## src/rtl/video_timing_scaler_pkg.sv

```systemverilog
// Shared raster constants, RGB field layout and helpers for the timing/scaler block.
package video_timing_scaler_pkg;

    // 640x480@60 raster defaults
    localparam int unsigned VT_H_ACTIVE = 640;
    localparam int unsigned VT_H_FP     = 16;
    localparam int unsigned VT_H_SYNC   = 96;
    localparam int unsigned VT_H_BP     = 48;
    localparam int unsigned VT_V_ACTIVE = 480;
    localparam int unsigned VT_V_FP     = 10;
    localparam int unsigned VT_V_SYNC   = 2;
    localparam int unsigned VT_V_BP     = 33;

    // Centred 256x192 source window, scaled 2x
    localparam int unsigned VT_WIN_X0   = 64;
    localparam int unsigned VT_WIN_Y0   = 48;
    localparam int unsigned VT_SRC_W    = 256;
    localparam int unsigned VT_SRC_H    = 192;

    localparam int unsigned CNT_W       = 10;
    localparam int unsigned CNT_MAX     = 1024;
    localparam int unsigned SRC_CW      = 8;
    localparam int unsigned COLOR_W     = 8;
    localparam int unsigned RGB_W       = 3 * COLOR_W;

    // {r,g,b} bit-field slices of a 24-bit colour word
    typedef struct packed {
        logic [COLOR_W-1:0] r;
        logic [COLOR_W-1:0] g;
        logic [COLOR_W-1:0] b;
    } rgb_t;

    // Per-pixel raster flags carried alongside the source fetch
    typedef struct packed {
        logic active;
        logic win;
        logic hs;
        logic vs;
    } vflags_t;

    localparam int unsigned VFLAGS_W = $bits(vflags_t);

    // True when lo <= v < lo+len
    function automatic logic in_range(input logic [CNT_W-1:0] v,
                                      input int unsigned lo,
                                      input int unsigned len);
        return (32'(v) >= lo) && (32'(v) < (lo + len));
    endfunction

endpackage

```

## src/rtl/video_timing_scaler_sig_delay.sv

```systemverilog
// N-stage synchronous shift register with synchronous active-low clear.
module video_timing_scaler_sig_delay #(
    parameter int unsigned W = 1,
    parameter int unsigned N = 1
) (
    input  logic         pixclk,
    input  logic         reset_n,
    input  logic [W-1:0] i_d,
    output logic [W-1:0] o_q
);

    logic [W-1:0] r_stage [N];

    // Shift one stage per clock; reset flushes every stage
    always_ff @(posedge pixclk) begin
        if (!reset_n) begin
            for (int unsigned i = 0; i < N; i++) begin
                r_stage[i] <= '0;
            end
        end else begin
            r_stage[0] <= i_d;
            for (int unsigned i = 1; i < N; i++) begin
                r_stage[i] <= r_stage[i-1];
            end
        end
    end

    assign o_q = r_stage[N-1];

endmodule

```

## src/rtl/video_timing_scaler.sv

```systemverilog
// Raster timing generator with centred 2x-scaled source window and border colour.
module video_timing_scaler
    import video_timing_scaler_pkg::*;
#(
    parameter int unsigned H_ACTIVE      = VT_H_ACTIVE,
    parameter int unsigned H_FP          = VT_H_FP,
    parameter int unsigned H_SYNC        = VT_H_SYNC,
    parameter int unsigned H_BP          = VT_H_BP,
    parameter int unsigned V_ACTIVE      = VT_V_ACTIVE,
    parameter int unsigned V_FP          = VT_V_FP,
    parameter int unsigned V_SYNC        = VT_V_SYNC,
    parameter int unsigned V_BP          = VT_V_BP,
    parameter int unsigned SYNC_ACT_HIGH = 0,
    parameter int unsigned WIN_X0        = VT_WIN_X0,
    parameter int unsigned WIN_Y0        = VT_WIN_Y0,
    parameter int unsigned SRC_W         = VT_SRC_W,
    parameter int unsigned SRC_H         = VT_SRC_H,
    parameter int unsigned PIX_LAT       = 2
) (
    input  logic               pixclk,
    input  logic               reset_n,
    input  logic [RGB_W-1:0]   border_rgb,
    input  logic [RGB_W-1:0]   src_rgb,
    output logic               src_req,
    output logic [SRC_CW-1:0]  src_x,
    output logic [SRC_CW-1:0]  src_y,
    output logic               frame_start,
    output logic [COLOR_W-1:0] red,
    output logic [COLOR_W-1:0] green,
    output logic [COLOR_W-1:0] blue,
    output logic               vde,
    output logic               hSync,
    output logic               vSync
);

    localparam int unsigned H_TOTAL   = H_ACTIVE + H_FP + H_SYNC + H_BP;
    localparam int unsigned V_TOTAL   = V_ACTIVE + V_FP + V_SYNC + V_BP;
    localparam int unsigned WIN_W     = 2 * SRC_W;
    localparam int unsigned WIN_H     = 2 * SRC_H;
    localparam logic        SYNC_IDLE = (SYNC_ACT_HIGH == 0);

    // Refuse configurations the 10-bit counters or the pipeline cannot honour
    if (H_TOTAL > CNT_MAX || V_TOTAL > CNT_MAX) begin : g_total_chk
        $error("raster total exceeds 10-bit counter range");
    end
    if (PIX_LAT < 1 || PIX_LAT > 8) begin : g_lat_chk
        $error("PIX_LAT must be within 1..8");
    end
    if (WIN_X0 + WIN_W > H_ACTIVE || WIN_Y0 + WIN_H > V_ACTIVE) begin : g_win_chk
        $error("scaled window does not fit in the active area");
    end

    logic [CNT_W-1:0]  r_hcnt;
    logic [CNT_W-1:0]  r_vcnt;
    logic              w_hwrap;
    logic              w_vwrap;
    vflags_t           w_flags;
    logic [SRC_CW-1:0] w_src_x;
    logic [SRC_CW-1:0] w_src_y;

    logic              r_src_req;
    logic              r_frame_start;
    logic [SRC_CW-1:0] r_src_x;
    logic [SRC_CW-1:0] r_src_y;
    vflags_t           r_s_flags;
    vflags_t           w_d_flags;

    rgb_t              w_rgb;
    rgb_t              r_rgb;
    logic              r_vde;
    logic              r_hsync;
    logic              r_vsync;

    assign w_hwrap = (r_hcnt == CNT_W'(H_TOTAL - 1));
    assign w_vwrap = (r_vcnt == CNT_W'(V_TOTAL - 1));
    assign w_src_x = SRC_CW'((r_hcnt - CNT_W'(WIN_X0)) >> 1);
    assign w_src_y = SRC_CW'((r_vcnt - CNT_W'(WIN_Y0)) >> 1);

    // Raster position decode at the counter stage
    always_comb begin
        w_flags        = '0;
        w_flags.active = (32'(r_hcnt) < H_ACTIVE) && (32'(r_vcnt) < V_ACTIVE);
        w_flags.win    = in_range(r_hcnt, WIN_X0, WIN_W) && in_range(r_vcnt, WIN_Y0, WIN_H);
        w_flags.hs     = in_range(r_hcnt, H_ACTIVE + H_FP, H_SYNC);
        w_flags.vs     = in_range(r_vcnt, V_ACTIVE + V_FP, V_SYNC);
    end

    // Horizontal/vertical counters; both wrap together at the frame end
    always_ff @(posedge pixclk) begin
        if (!reset_n) begin
            r_hcnt <= '0;
            r_vcnt <= '0;
        end else if (w_hwrap) begin
            r_hcnt <= '0;
            r_vcnt <= w_vwrap ? '0 : r_vcnt + CNT_W'(1);
        end else begin
            r_hcnt <= r_hcnt + CNT_W'(1);
        end
    end

    // Fetch stage: request, halved source coordinates (held outside the window)
    always_ff @(posedge pixclk) begin
        if (!reset_n) begin
            r_src_req     <= 1'b0;
            r_frame_start <= 1'b0;
            r_src_x       <= '0;
            r_src_y       <= '0;
            r_s_flags     <= '0;
        end else begin
            r_src_req     <= w_flags.win;
            r_frame_start <= (r_hcnt == '0) && (r_vcnt == '0);
            r_s_flags     <= w_flags;
            if (w_flags.win) begin
                r_src_x <= w_src_x;
                r_src_y <= w_src_y;
            end
        end
    end

    // Flags wait out the source latency so they meet the returned colour
    video_timing_scaler_sig_delay #(
        .W (VFLAGS_W),
        .N (PIX_LAT)
    ) u_flag_delay (
        .pixclk  (pixclk),
        .reset_n (reset_n),
        .i_d     (r_s_flags),
        .o_q     (w_d_flags)
    );

    // Colour select: source inside the window, border elsewhere, black in blanking
    always_comb begin
        w_rgb = '0;
        if (w_d_flags.active) begin
            w_rgb = w_d_flags.win ? rgb_t'(src_rgb) : rgb_t'(border_rgb);
        end
    end

    // Output register stage, all pins mutually aligned
    always_ff @(posedge pixclk) begin
        if (!reset_n) begin
            r_rgb   <= '0;
            r_vde   <= 1'b0;
            r_hsync <= SYNC_IDLE;
            r_vsync <= SYNC_IDLE;
        end else begin
            r_rgb   <= w_rgb;
            r_vde   <= w_d_flags.active;
            r_hsync <= w_d_flags.hs ^ SYNC_IDLE;
            r_vsync <= w_d_flags.vs ^ SYNC_IDLE;
        end
    end

    assign src_req     = r_src_req;
    assign src_x       = r_src_x;
    assign src_y       = r_src_y;
    assign frame_start = r_frame_start;
    assign red         = r_rgb.r;
    assign green       = r_rgb.g;
    assign blue        = r_rgb.b;
    assign vde         = r_vde;
    assign hSync       = r_hsync;
    assign vSync       = r_vsync;

endmodule
```

## config.mk

```make
export PLATFORM = sky130hd
export DESIGN_NAME = video_timing_scaler
export DESIGN_NICKNAME = d
export VERILOG_FILES = /design/src/rtl/video_timing_scaler_pkg.sv /design/src/rtl/video_timing_scaler_sig_delay.sv /design/src/rtl/video_timing_scaler.sv
export SDC_FILE = /design/constraint.sdc
export NUM_CORES = 1
export LEC_CHECK = 0
export BUFFER_PORTS_ARGS = -buffer_cell sky130_fd_sc_hd__buf_2
export CAP_MARGIN = 10
export CORE_MARGIN = 2
export CORE_UTILIZATION = 55
export CTS_CLUSTER_DIAMETER = 30
export DETAILED_ROUTE_END_ITERATION = 12
export PLACE_DENSITY = 0.88
export SETUP_SLACK_MARGIN = 0.05
export SLEW_MARGIN = 10
export SYNTH_ARGS = -nofsm -noshare
export SYNTH_HDL_FRONTEND = slang
export SYNTH_HIERARCHICAL = 1
export SYNTH_SLANG_ARGS = --single-unit
```

## constraint.sdc

```tcl
create_clock -name pixclk -period 4.4 [get_ports pixclk]
set_input_delay 0.44 -clock pixclk [delete_from_list [all_inputs] [get_ports pixclk]]
set_output_delay 0.44 -clock pixclk [all_outputs]
set_load 0.02 [all_outputs]
```

==> impl_metrics.ini <==
[power_and_ir_drop]
p_per_area_nw_per_um2 = 351
p_int_w = 0.00106
ir_worst_vdd_mv = 0.174
netSwitchingFraction = 0.217
leakage_nw = 1.72
clock_power_share = 0.440
combPwrFrac = 0.046
p_sw_w = 0.000295
sequentialPowerShare = 0.515

[placement]
place_hpwl_um = 4820
dpl_cell_area_um2 = 3640
dp.cells = 475
portBuffers = 94
place_congestion = 0.855

[yosys]
yosysTopAreaCell = dfxtp_1
synth-main-ff-cell = dfxtp_1
ys_seq_elements = 76
async_flop_share = 0
synth_edf_count = 0
yosysSeqAreaShare = 0.473
yosysWarnings = 6
synthTopCellsByArea = dfxtp_1 (47%), mux2i_1 (12%), nor2_1 (5.0%)
netlist.area_leader.share = 0.473
yosys.cell_types.count = 42
avgSynthCellArea_um2 = 9.67
syn_inst = 333
netlist_area_um2 = 3220
synth_nets = 394

[grt]
grt-ovfl-total = 0
track_usage = 0.213
grt_pass1_wl_um = 10600
antenna_found_initial = 1
grt_pass1_vias = 2312
grt_max_degree = 52

[clock_network]
clock_path_buffers = 2
clk_pin_slew_worst_paths_ps = 80
cts-root-buf = clkbuf_8
cts_tree = built
post_cts_buffers = 0
clock_sinks = 76
ctsResizeCount = 0
h-tree-depth = 3
holdBufCountCts = 0
cts_buffers = 9
insertion_delay_ps = 350

[worst_setup_path]
critPathKind = reg -> reg
r2r-end = src_x[0]
startpoint = r_hcnt[7]
cp-end-kind = flop
crit_required_ps = 4670
cp-start-kind = flop
r2r_cells = 6
arrival_ps = 2490
r2r_slack_ps = 2180
critPathMaxFanout = 15
cp-endpoint = src_x[0]
r2r_start = r_hcnt[7]

[sta]
hold_viol_final = 0
skew_ps = 11.6
max_slew_margin = 0.472
fmax_mhz = 451
setup_viol = 0
period_share = 0.504
worst_pin_slew_ps = 792
tns_ps = 0
rsz0062_at_grt = no
min_period_ps = 2220
whs_ps = 324
slew_violations = 0

[routing]
drc_errors = 0
drt_first_pass_iters = 4
initialDrtViolationCount = 107
via_count = 2557
antenna_left = 0
avgRoutedWirePerCell_um = 13.6
wirelength_um = 6700
drt-vias-per-instance = 5.20

[cells_and_area]
final_common_cell = buf_2
fin_cells = 492
final_area_um2 = 3870
areaGrowthSynthToFinish_pct = 20.2
nets = 475
final_util = 0.695
drive_gt1_frac = 0.282
mostFrequentLayoutCells = buf_2 (94), dfxtp_1 (76), nor2_1 (43)

[die]
die-area_um2 = 6480
row_count = 27
die_h_um = 80.5
die_w_um = 80.5
io-pin-count = 95
initial_utilization = 0.578
core-area_um2 = 5570

[job]
maxCapViolCount = 0

[min_path]
hold_depth = 3
hp-class = in -> reg

[status]
outcome = complete, no violations
## sequential cells by signal, indices dropped and copies added (netlist names)
name / flops
blue: 8
frame_start: 1
green: 8
hSync: 1
r_hcnt: 10
r_s_flags: 4
r_vcnt: 10
red: 8
src_x: 8
src_y: 8
u_flag_delay/r_stage: 8
vSync: 1
vde: 1
## cells in the mapped netlist (2+ instances only)
library cell,number
mux2i_1,38
nand3_1,12
clkbuf_1,12
nand4_1,7
buf_4,5
or3_1,2
nor3_1,2
buf_6,2
xor2_1,7
nand2_1,33
dfxtp_1,76
and2_1,12
nand2b_1,2
inv_1,11
and3_1,4
buf_2,5
nor2_1,43
o21ai_0,4
o211a_1,4
o211ai_1,2
nor4_2,3
xnor2_1,12
nor4_1,4
ha_1,11
nand4b_1,2
a21oi_1,2
## routing by layer
layer | part of all wire | GRT usage | up-vias
met5 | 0 | 0 | -
met4 | 0.032 | 0.125 | 0
met3 | 0.081 | 0.0472 | 19
met2 | 0.45 | 0.343 | 105
met1 | 0.43 | 0.260 | 1158
li1 | - | - | 1275
## kinds of logic after synthesis
kind of cell,share of synthesized area
simple gates,0.214
flops,0.473
mux,0.118
buf+inv,0.0595
xor+xnor,0.0517
compound gates,0.0412
fa+ha+maj,0.0428
## stage by stage
stage               total power (W)  worst slack (ps)
detailed placement         0.000778              2200
CTS                         0.00137              2190
global placement           0.000777              2320
floorplan                  0.000747              2730
global route                0.00141              1950
finish                      0.00136              2180
## power groups by stage
stage | combinational [W] | sequential, W | clock [W]
global placement | 0.0000607 | 0.000716 | 0
floorplan | 0.0000251 | 0.000722 | 0
CTS | 0.0000628 | 0.000700 | 0.000609
detailed placement | 0.0000622 | 0.000716 | 0
global route | 0.0000702 | 0.000701 | 0.000637
finish | 0.0000619 | 0.000700 | 0.000598
## critical path, stage by stage, from the launching register on
cell	delay [ps]
dfxtp_1	440
inv_1	90
ha_1	230
nand2b_1	150
xor2_1	280
o21a_1	680
mux2i_1	260
## layout make-up
| class | instances | area (um^2) |
|---|---|---|
| Clock inverter | 6 | 93.8 |
| Inverter | 11 | 41.3 |
| Clock buffer | 10 | 138 |
| Tap cell | 72 | 90.1 |
| Fill cell | 425 | 1700 |
| Timing Repair Buffer | 95 | 478 |
| Sequential cell | 76 | 1520 |
| Antenna cell | 1 | 2.50 |
| Multi-Input combinational cell | 221 | 1510 |
## worst min path at each step
stage / startpoint / end / slack, ps
floorplan: u_flag_delay/r_stage[0][2] / u_flag_delay/r_stage[0][6] / 410
global placement: u_flag_delay/r_stage[0][4] / vSync / 360
detailed placement: u_flag_delay/r_stage[0][4] / vSync / 360
CTS: src_rgb[21] / red[5] / 320
global route: border_rgb[4] / blue[4] / 340
finish: border_rgb[2] / blue[2] / 320
No activity file was read; power rests on OpenSTA's default activity.
